==> config.mk <==
export PLATFORM = sky130hd
export DESIGN_NAME = pix_stream_loader
export DESIGN_NICKNAME = d
export VERILOG_FILES = /design/src/rtl/frac_search_pkg.sv /design/src/rtl/pix_out_reg.sv /design/src/rtl/pix_stream_loader.sv
export SDC_FILE = /design/constraint.sdc
export NUM_CORES = 1
export LEC_CHECK = 0
export ABC_AREA = 0
export CORE_MARGIN = 8
export CORE_UTILIZATION = 42
export CTS_CLUSTER_DIAMETER = 60
export DETAILED_ROUTE_END_ITERATION = 16
export GPL_ROUTABILITY_DRIVEN = 0
export SKIP_LAST_GASP = 1
export SLEW_MARGIN = 20
export SYNTH_ARGS = -nofsm -noshare
export SYNTH_HDL_FRONTEND = slang
export SYNTH_HIERARCHICAL = 1
export SYNTH_SLANG_ARGS = --single-unit
export TNS_END_PERCENT = 50
==> constraint.sdc <==
create_clock -name clk -period 6.5 [get_ports clk]
set_input_delay 1.3 -clock clk [delete_from_list [all_inputs] [get_ports clk]]
set_output_delay 1.3 -clock clk [all_outputs]
set_load 0.01 [all_outputs]
==> src/rtl/frac_search_pkg.sv <==
// Shared types and defaults for the fractional-search pixel front end.
package frac_search_pkg;

  localparam int unsigned FILT_BYTES_DEF = 16;
  localparam int unsigned REF_BYTES_DEF  = 8;

  typedef enum logic [1:0] {
    ST_IDLE = 2'd0,
    ST_FILT = 2'd1,
    ST_REF  = 2'd2,
    ST_HOLD = 2'd3
  } ldr_state_e;

  // Index width that stays legal for single-entry windows.
  function automatic int unsigned clog2_min1(input int unsigned n);
    return (n > 1) ? $clog2(n) : 1;
  endfunction

endpackage

==> src/rtl/pix_out_reg.sv <==
// Single-entry output holding register with valid/ready handshake.
module pix_out_reg #(
  parameter int unsigned W = 8
) (
  input  logic         clk,
  input  logic         reset_n,
  input  logic         load,
  input  logic [W-1:0] load_data,
  input  logic         ready,
  output logic         valid,
  output logic [W-1:0] data,
  output logic         free_c
);

  // Free when empty or being drained this cycle, so a load never overwrites.
  assign free_c = !valid || ready;

  always_ff @(posedge clk or negedge reset_n) begin
    if (!reset_n) begin
      valid <= 1'b0;
      data  <= '0;
    end else if (load) begin
      valid <= 1'b1;
      data  <= load_data;
    end else if (ready) begin
      valid <= 1'b0;
    end
  end

endmodule

==> src/rtl/pix_stream_loader.sv <==
// Assembles a host byte stream into filter/reference pixel windows for the search engine.
module pix_stream_loader
  import frac_search_pkg::*;
#(
  parameter int unsigned FILT_BYTES = FILT_BYTES_DEF,
  parameter int unsigned REF_BYTES  = REF_BYTES_DEF
) (
  input  logic                    clk,
  input  logic                    reset_n,
  input  logic [7:0]              in_data,
  input  logic                    in_valid,
  input  logic                    in_sop,
  output logic                    in_ready,
  output logic [8*FILT_BYTES-1:0] filter_pix,
  output logic [8*REF_BYTES-1:0]  ref_pix,
  output logic                    out_valid,
  input  logic                    out_ready,
  output logic [15:0]             blk_cnt,
  output logic                    sync_err
);

  localparam int unsigned FILT_W = 8 * FILT_BYTES;
  localparam int unsigned REF_W  = 8 * REF_BYTES;
  localparam int unsigned BLK_W  = FILT_W + REF_W;
  localparam int unsigned FI_W   = clog2_min1(FILT_BYTES);
  localparam int unsigned RI_W   = clog2_min1(REF_BYTES);
  localparam int unsigned IDX_W  = (FI_W > RI_W) ? FI_W : RI_W;

  ldr_state_e       state, state_nxt;
  logic [IDX_W-1:0] idx;
  logic [7:0]       filt_asm [FILT_BYTES];
  logic [7:0]       ref_asm  [REF_BYTES];
  logic             accept;
  logic             filt_last, ref_last;
  logic             load_c;
  logic             out_free_c;
  logic [BLK_W-1:0] blk_c;
  logic [BLK_W-1:0] blk_q;

  assign accept    = in_valid && in_ready;
  assign filt_last = (idx == IDX_W'(FILT_BYTES - 1));
  assign ref_last  = (idx == IDX_W'(REF_BYTES - 1));

  always_ff @(posedge clk or negedge reset_n) begin
    if (!reset_n) state <= ST_IDLE;
    else          state <= state_nxt;
  end

  // Next state, transfer strobe and block image (last ref byte merged in flight).
  always_comb begin
    state_nxt = state;
    load_c    = 1'b0;
    blk_c     = '0;
    for (int k = 0; k < int'(FILT_BYTES); k++) blk_c[8*k +: 8] = filt_asm[k];
    for (int k = 0; k < int'(REF_BYTES); k++) begin
      if (state == ST_REF && accept && !in_sop && idx[RI_W-1:0] == RI_W'(k))
        blk_c[FILT_W + 8*k +: 8] = in_data;
      else
        blk_c[FILT_W + 8*k +: 8] = ref_asm[k];
    end
    case (state)
      ST_IDLE: if (accept && in_sop) state_nxt = ST_FILT;
      ST_FILT: if (accept && !in_sop && filt_last) state_nxt = ST_REF;
      ST_REF: begin
        if (accept) begin
          if (in_sop) begin
            state_nxt = ST_FILT;
          end else if (ref_last) begin
            if (out_free_c) begin
              load_c    = 1'b1;
              state_nxt = ST_IDLE;
            end else begin
              state_nxt = ST_HOLD;
            end
          end
        end
      end
      ST_HOLD: begin
        if (out_free_c) begin
          load_c    = 1'b1;
          state_nxt = ST_IDLE;
        end
      end
      default: state_nxt = ST_IDLE;
    endcase
  end

  always_ff @(posedge clk or negedge reset_n) begin
    if (!reset_n) begin
      idx      <= '0;
      in_ready <= 1'b1;
      sync_err <= 1'b0;
      blk_cnt  <= '0;
      for (int k = 0; k < int'(FILT_BYTES); k++) filt_asm[k] <= '0;
      for (int k = 0; k < int'(REF_BYTES); k++) ref_asm[k] <= '0;
    end else begin
      in_ready <= (state_nxt != ST_HOLD);
      if (out_valid && out_ready) blk_cnt <= blk_cnt + 16'd1;
      if (accept) begin
        // A start-of-packet always restarts the block; mid-block it is a sync error.
        if (in_sop) begin
          filt_asm[0] <= in_data;
          idx         <= IDX_W'(1);
          if (state != ST_IDLE) sync_err <= 1'b1;
        end else begin
          case (state)
            ST_IDLE: sync_err <= 1'b1;
            ST_FILT: begin
              filt_asm[idx[FI_W-1:0]] <= in_data;
              idx <= filt_last ? '0 : idx + IDX_W'(1);
            end
            ST_REF: begin
              ref_asm[idx[RI_W-1:0]] <= in_data;
              idx <= ref_last ? '0 : idx + IDX_W'(1);
            end
            default: ;
          endcase
        end
      end
    end
  end

  pix_out_reg #(.W(BLK_W)) u_out_reg (
    .clk       (clk),
    .reset_n   (reset_n),
    .load      (load_c),
    .load_data (blk_c),
    .ready     (out_ready),
    .valid     (out_valid),
    .data      (blk_q),
    .free_c    (out_free_c)
  );

  assign filter_pix = blk_q[FILT_W-1:0];
  assign ref_pix    = blk_q[BLK_W-1:FILT_W];

endmodule

==> run summary, run 1 <==
die width: 215 um
Vert. Die Dim: 215 um
WL per Instance: 21.6 um
CTS tree: built
initial core utilization: 42.3%
Worst EP required: 6.93 ns
worst hold slack: 0.472 ns
Leak: 9.99 nW
core region area: 0.0395 mm2
VDD IR max: 219 uV
vias in the first global route: 10100
Post-CTS Setup Repair Bufs: 0
DP Cell Count: 1753
total power density per cell area: 305 mW/mm2
clock buffer depth: 3
TritonCTS buffer count: 45
I/O Buffers: 223
Residual DRC: 0
Synth Instances: 1059
Slowest cell on crit path: nor2_4
Post-synth ARST share: 100%
die area: 0.0464 mm2
RSZ-0062 raised after global routing: false
pre-CTS setup slack: 2.24 ns
final instance area: 0.0209 mm2
post-cts gate resize count: 0
max incr delay on CP: 0.82 ns
fmax: 273 MHz
Final min period: 3.66 ns
worst skew pair latency: 0.56 ns
grt ovf: 0
All-Layer GR Usage: 17.1%
DRT antenna net count: 0
Reg2Reg Setup Slack: 3.16 ns
initial antenna violation count: 3
Relative slew margins: 28.3%
HP Class: flip-flop to flip-flop
Post-Place Cell Area: 0.0193 mm2
Post-synth EDFFs: 0
CTS clk-pin slew, worst paths: 0.06 ns
final hold vios: 0
crit-path cells: clkdlybuf4s50_1, and3b_1, a21oi_1, nor2_4, buf_12, mux2_2
Syn Nets: 1079
critical path endpoint category: flip-flop
Critical Path AT: 4.10 ns
# rows: 73
Post-Layout Cell Count: 1837
Setup crit start kind: input port
Multi-input gate area: 0.00605 mm2
Syn Area/Cell: 15.8 um2
fin crit share: 56.3%
P&R area growth vs syn: 25.1%
Max-Cap Viols: 0
most common cell after layout, fill and taps aside: mux2_2
Yosys warning total: 6
drt via density: 5.10
most frequent cells in the layout: 446 x mux2_2, 408 x dfrtp_1, 214 x clkdlybuf4s50_1, 47 x clkbuf_16, 18 x nand2_1
ant diodes: 0
synthesized cell area: 0.0167 mm2
largest net degree at the start of global routing: 140
setup ws final: 2.84 ns
Most used DFF post-synth: dfrtp_1
hold buffers post-CTS: 0
worst slew pin tran: 1.07 ns
total power: 6.37 mW
FF+latch area: 0.0102 mm2
setup TNS: 0 ns
DPL Wire Length: 24.4 mm
H-tree levels: 2
crit-path max FO: 75
# setup viols final: 0
status: completed
final net count: 1295
fill count: 3360
clk sink count: 409
proportion of layout cells with a drive suffix above 1: 43.5%
First-pass DRT Iterations: 4
Final Max Tran Viols: 0
Seq/Total Area, Yosys: 61.4%
Root Driver: clkbuf_16
I/O pins: 224
total wire length: 39.6 mm
critical path type: input port to flip-flop
Final Skew: 0.0161 ns
Starting DRT DRC Count: 421
Yosys reg bits: 409
fin util: 52.9%
via count: 9360
first-pass GRT wire length: 62.5 mm
post-synth cell types: 50
==> flip-flops by register name, indices dropped and copies added, names as in the netlist <==
name,cells
blk_cnt,16
sync_err,1
idx,4
blk_c,128
ref_asm,64
u_out_reg/valid,1
state,2
u_out_reg/data,192
in_ready,1
==> worst max-delay path: cells and delay by family <==
family                 cells  cell delay, ns
AO/OA/AOI/OAI              1            0.14
buffers and inverters      2            0.97
multiplexers               1            0.39
AND/OR/NAND/NOR            2            1.18
==> cells by family (layout without fill, tap and decap cells) <==
group,after synthesis,after routing,synth area share (%)
and+or+nand+nor,94,94,3.81
adders and majority gates,7,7,0.525
buffers and inverters,67,320,2.44
muxes,449,449,30.3
AOI/OAI and AO/OA,16,16,0.668
DFF,409,409,61.4
xor gates and xnor gates,17,17,0.893
==> metal layers <==
| metal | global-route usage [%] | wire length [um] | up-vias |
|---|---|---|---|
| li1 | - | - | 4189 |
| met1 | 23.2 | 18400 | 4941 |
| met2 | 27.0 | 18400 | 180 |
| met3 | 5.07 | 2240 | 46 |
| met4 | 3.70 | 595 | 4 |
| met5 | 0 | 23 | - |
==> cell usage after synthesis, drive strengths merged (2+ instances only) <==
master / n / area (um2)
mux2: 449 / 5060
dfrtp: 408 / 10200
buf: 32 / 274
clkbuf: 28 / 106
nand2: 24 / 105
nand3: 16 / 125
nor2: 12 / 60.1
xnor2: 12 / 105
nor3: 9 / 111
ha: 7 / 87.6
and3: 6 / 37.5
inv: 6 / 22.5
xor2: 5 / 43.8
nand2b: 4 / 25.0
nand4: 4 / 25.0
o21ai: 4 / 20.0
and2: 3 / 18.8
nor2b: 3 / 21.3
nor4: 3 / 18.8
a21oi: 2 / 10.0
and3b: 2 / 17.5
nand3b: 2 / 27.5
o31ai: 2 / 15.0
or3: 2 / 12.5
==> power by group <==
part	internal, mW	switching, mW	total, mW	leakage (nW)
clock network	1.66	1.02	2.69	0.805
logic	0.346	0.292	0.637	3.58
registers	2.86	0.184	3.05	5.60
total	4.87	1.50	6.37	9.99
==> layout make-up <==
cell class | count | area share, %
Clock inverter | 16 | 0.900
Timing Repair Buffer | 229 | 11.0
Sequential cell | 409 | 49.1
Inverter | 7 | 0.126
Clock buffer | 68 | 6.78
Tap cell | 525 | 3.15
Multi-Input combinational cell | 583 | 29.0
==> worst paths after layout <==
path,cells past startpoint,endpoint,from
worst max-delay path,6,u_out_reg/data[166],in_sop
worst min-delay path,1,sync_err,sync_err
worst max register to register,6,u_out_reg/data[166],idx[0]
worst min register to register,1,sync_err,sync_err
max in group asynchronous,2,blk_c[38],reset_n
min in group asynchronous,1,blk_cnt[7],reset_n
Power figures use the tool's default switching activity.
==> run 2, diff against run 1 <==
--- a/config.mk
+++ b/config.mk
@@ -11,6 +11,7 @@
 export CTS_CLUSTER_DIAMETER = 60
 export DETAILED_ROUTE_END_ITERATION = 16
 export GPL_ROUTABILITY_DRIVEN = 0
+export PLACE_DENSITY = 0.66
 export SKIP_LAST_GASP = 1
 export SLEW_MARGIN = 20
 export SYNTH_ARGS = -nofsm -noshare
==> constraint.sdc (replaced) <==
create_clock -name clk -period 3.2 [get_ports clk]
set_input_delay 0.64 -clock clk [delete_from_list [all_inputs] [get_ports clk]]
set_output_delay 0.64 -clock clk [all_outputs]
set_load 0.01 [all_outputs]
==> run 2 against run 1 <==
Against the previous run: clock skew fell by 0.0031 ns; via count rose by 0.12%; critical path depth rose by 1; register-to-register slack got worse by 2.6 ns; combinational power rose by 110%; utilization fell by 0.10 points; count of clock-buffer cells in the layout fell by 7; non-clock buffer count rose by 14; clock power rose by 84%.
==> run summary, run 2 (synthesis results as in run 1) <==
status: completed
most common cell after layout, fill and taps aside: mux2_2
I/O Buffers: 223 (unchanged)
Final Max Tran Viols: 0 (unchanged)
core region area: 0.0395 mm2 (unchanged)
Starting DRT DRC Count: 571 (+36%)
Max-Cap Viols: 0 (unchanged)
die width: 215 um (unchanged)
critical path type: flip-flop to flip-flop
crit-path max FO: 8 (-89%)
worst skew pair latency: 0.55 ns (about the same)
total power: 12.4 mW (+95%)
final hold vios: 0 (unchanged)
Residual DRC: 0 (unchanged)
critical path endpoint category: flip-flop
Largest register FFs: 192 (unchanged)
proportion of layout cells with a drive suffix above 1: 43.3% (-0.25 points)
first-pass GRT wire length: 62.8 mm (+0.47%)
via count: 9371 (+0.12%)
worst slew pin tran: 0.910 ns (-0.163 ns)
Setup crit start kind: flip-flop
# rows: 73 (unchanged)
most frequent cells in the layout: 446 x mux2_2, 408 x dfrtp_1, 214 x clkdlybuf4s50_1, 45 x clkbuf_16, 18 x nand2_1
crit-path cells: inv_2, ha_1, nor2b_1, and3_1, buf_4, mux2_2, mux2_2
Slowest cell on crit path: dfrtp_1
Relative slew margins: 39.3% (+11 points)
Final min period: 2.66 ns
post-cts gate resize count: 0 (unchanged)
DPL Wire Length: 25.4 mm (+3.9%)
P&R area growth vs syn: 24.8%
largest net degree at the start of global routing: 78 (-44%)
WL per Instance: 21.4 um (-0.61%)
First-pass DRT Iterations: 4 (unchanged)
I/O pins: 224 (unchanged)
fill count: 3330 (-0.89%)
clock buffer depth: 3 (unchanged)
total power density per cell area: 598 mW/mm2 (+96%)
setup TNS: 0 ns (unchanged)
met1 Track Usage GR: 23.1% (-0.17 points)
met2 Use GR: 27.2% (+0.24 points)
Worst EP required: 3.63 ns (-3.30 ns)
initial antenna violation count: 0 (-3)
Post-CTS Setup Repair Bufs: 0 (unchanged)
DRT antenna net count: 0 (unchanged)
drt via density: 5.09 (-0.10%)
largest register by flop count: u_out_reg/data
clk sink count: 409 (unchanged)
TritonCTS buffer count: 45 (unchanged)
die area: 0.0464 mm2 (unchanged)
RSZ-0062 raised after global routing: false
Vert. Die Dim: 215 um (unchanged)
initial core utilization: 42.3% (unchanged)
Critical Path AT: 3.08 ns (-1.02 ns)
Leak: 9.95 nW (-0.40%)
CTS tree: built
max incr delay on CP: 0.51 ns (-0.31 ns)
final net count: 1309 (+1.1%)
CTS clk-pin slew, worst paths: 0.06 ns (about the same)
fmax: 376 MHz
# setup viols final: 0 (unchanged)
HP Class: input port to async pin
fin util: 52.8% (-0.10 points)
All-Layer GR Usage: 17.2% (+0.082 points)
M3 GR Usage: 5.04% (-0.028 points)
hold buffers post-CTS: 0 (unchanged)
grt ovf: 0 (unchanged)
VDD IR max: 484 uV (+120%)
H-tree levels: 2 (unchanged)
GRT Max-Usage Layer: met2
Root Driver: clkbuf_16
Final Skew: 0.0130 ns (-0.00308 ns)
Worst path most repeated cell: mux2_2
vias in the first global route: 10200 (+0.90%)
total wire length: 39.5 mm (-0.39%)
fin crit share: 83.0%
worst hold slack: 0.0868 ns (-0.385 ns)
==> run 2: cell count changes in the layout (fill, tap and decap cells not counted), sizes merged <==
cell	delta
clkbuf	-7
clkinvlp	+3
inv	-1
bufinv	-1
clkinv	-5
buf	+14
diode	+1
==> run 2: per-layer routing <==
metal | part of all wire (%) | routed length, um | vias up
met2 | 47 | 18600 | 197
met3 | 6.9 | 2710 | 36
met1 | 44 | 17500 | 4918
met5 | 0 | 0 | -
met4 | 1.5 | 586 | 0
li1 | - | - | 4220
==> run 2: worst max-delay path, delay by kind of cell (launching register included) <==
| family | cells | cell delay (ns) |
|---|---|---|
| mux | 2 | 0.61 |
| simple gates | 2 | 0.62 |
| fa+ha+maj | 1 | 0.33 |
| flops | 1 | 0.51 |
| buf+inv | 2 | 0.46 |
==> run 2: area by class of cell <==
class / instances / area (um2) / area share, %
flip-flops and latches: 409 / 10200 / 49.2
clock inverters: 12 / 146 / 0.703
diodes: 1 / 2.50 / 0.0120
multi-input cells: 583 / 6050 / 29.0
inverters: 7 / 26.3 / 0.126
repair buffers: 243 / 2460 / 11.8
clock buffers: 61 / 1250 / 5.99
well taps: 525 / 657 / 3.15
==> run 2: per-stage QoR <==
| stage | cell area [um2] | instances | worst slack [ns] |
|---|---|---|---|
| 4_1_cts | 20800 | 1840 | 0.543 |
| 5_1_grt | 20800 | 1840 | 0.431 |
| 3_3_place_gp | 19400 | 1767 | 0.280 |
| 2_1_floorplan | 16700 | 1059 | 0.976 |
| 6_report | 20800 | 1841 | 0.544 |
| 3_5_place_dp | 19400 | 1767 | 0.270 |
==> run 2: final timing paths <==
check                           startpoint             endpoint  slack (ns)  cells after the start
worst max-delay path                idx[0]  u_out_reg/data[144]        0.54                      7
worst min-delay path               reset_n          blk_cnt[14]        0.09                      1
worst max register to register      idx[0]  u_out_reg/data[144]        0.54                      7
worst min register to register    sync_err             sync_err        0.46                      1
max in group asynchronous          reset_n  u_out_reg/data[126]        2.25                      2
min in group clk                  sync_err             sync_err        0.46                      1
==> run 2: report_power, final <==
part           total [mW]  internal, mW  switching (mW)
Combinational        1.32         0.717           0.601
Clock                4.94          2.95            1.99
Sequential           6.18          5.81           0.370
Total                12.4          9.48            2.96
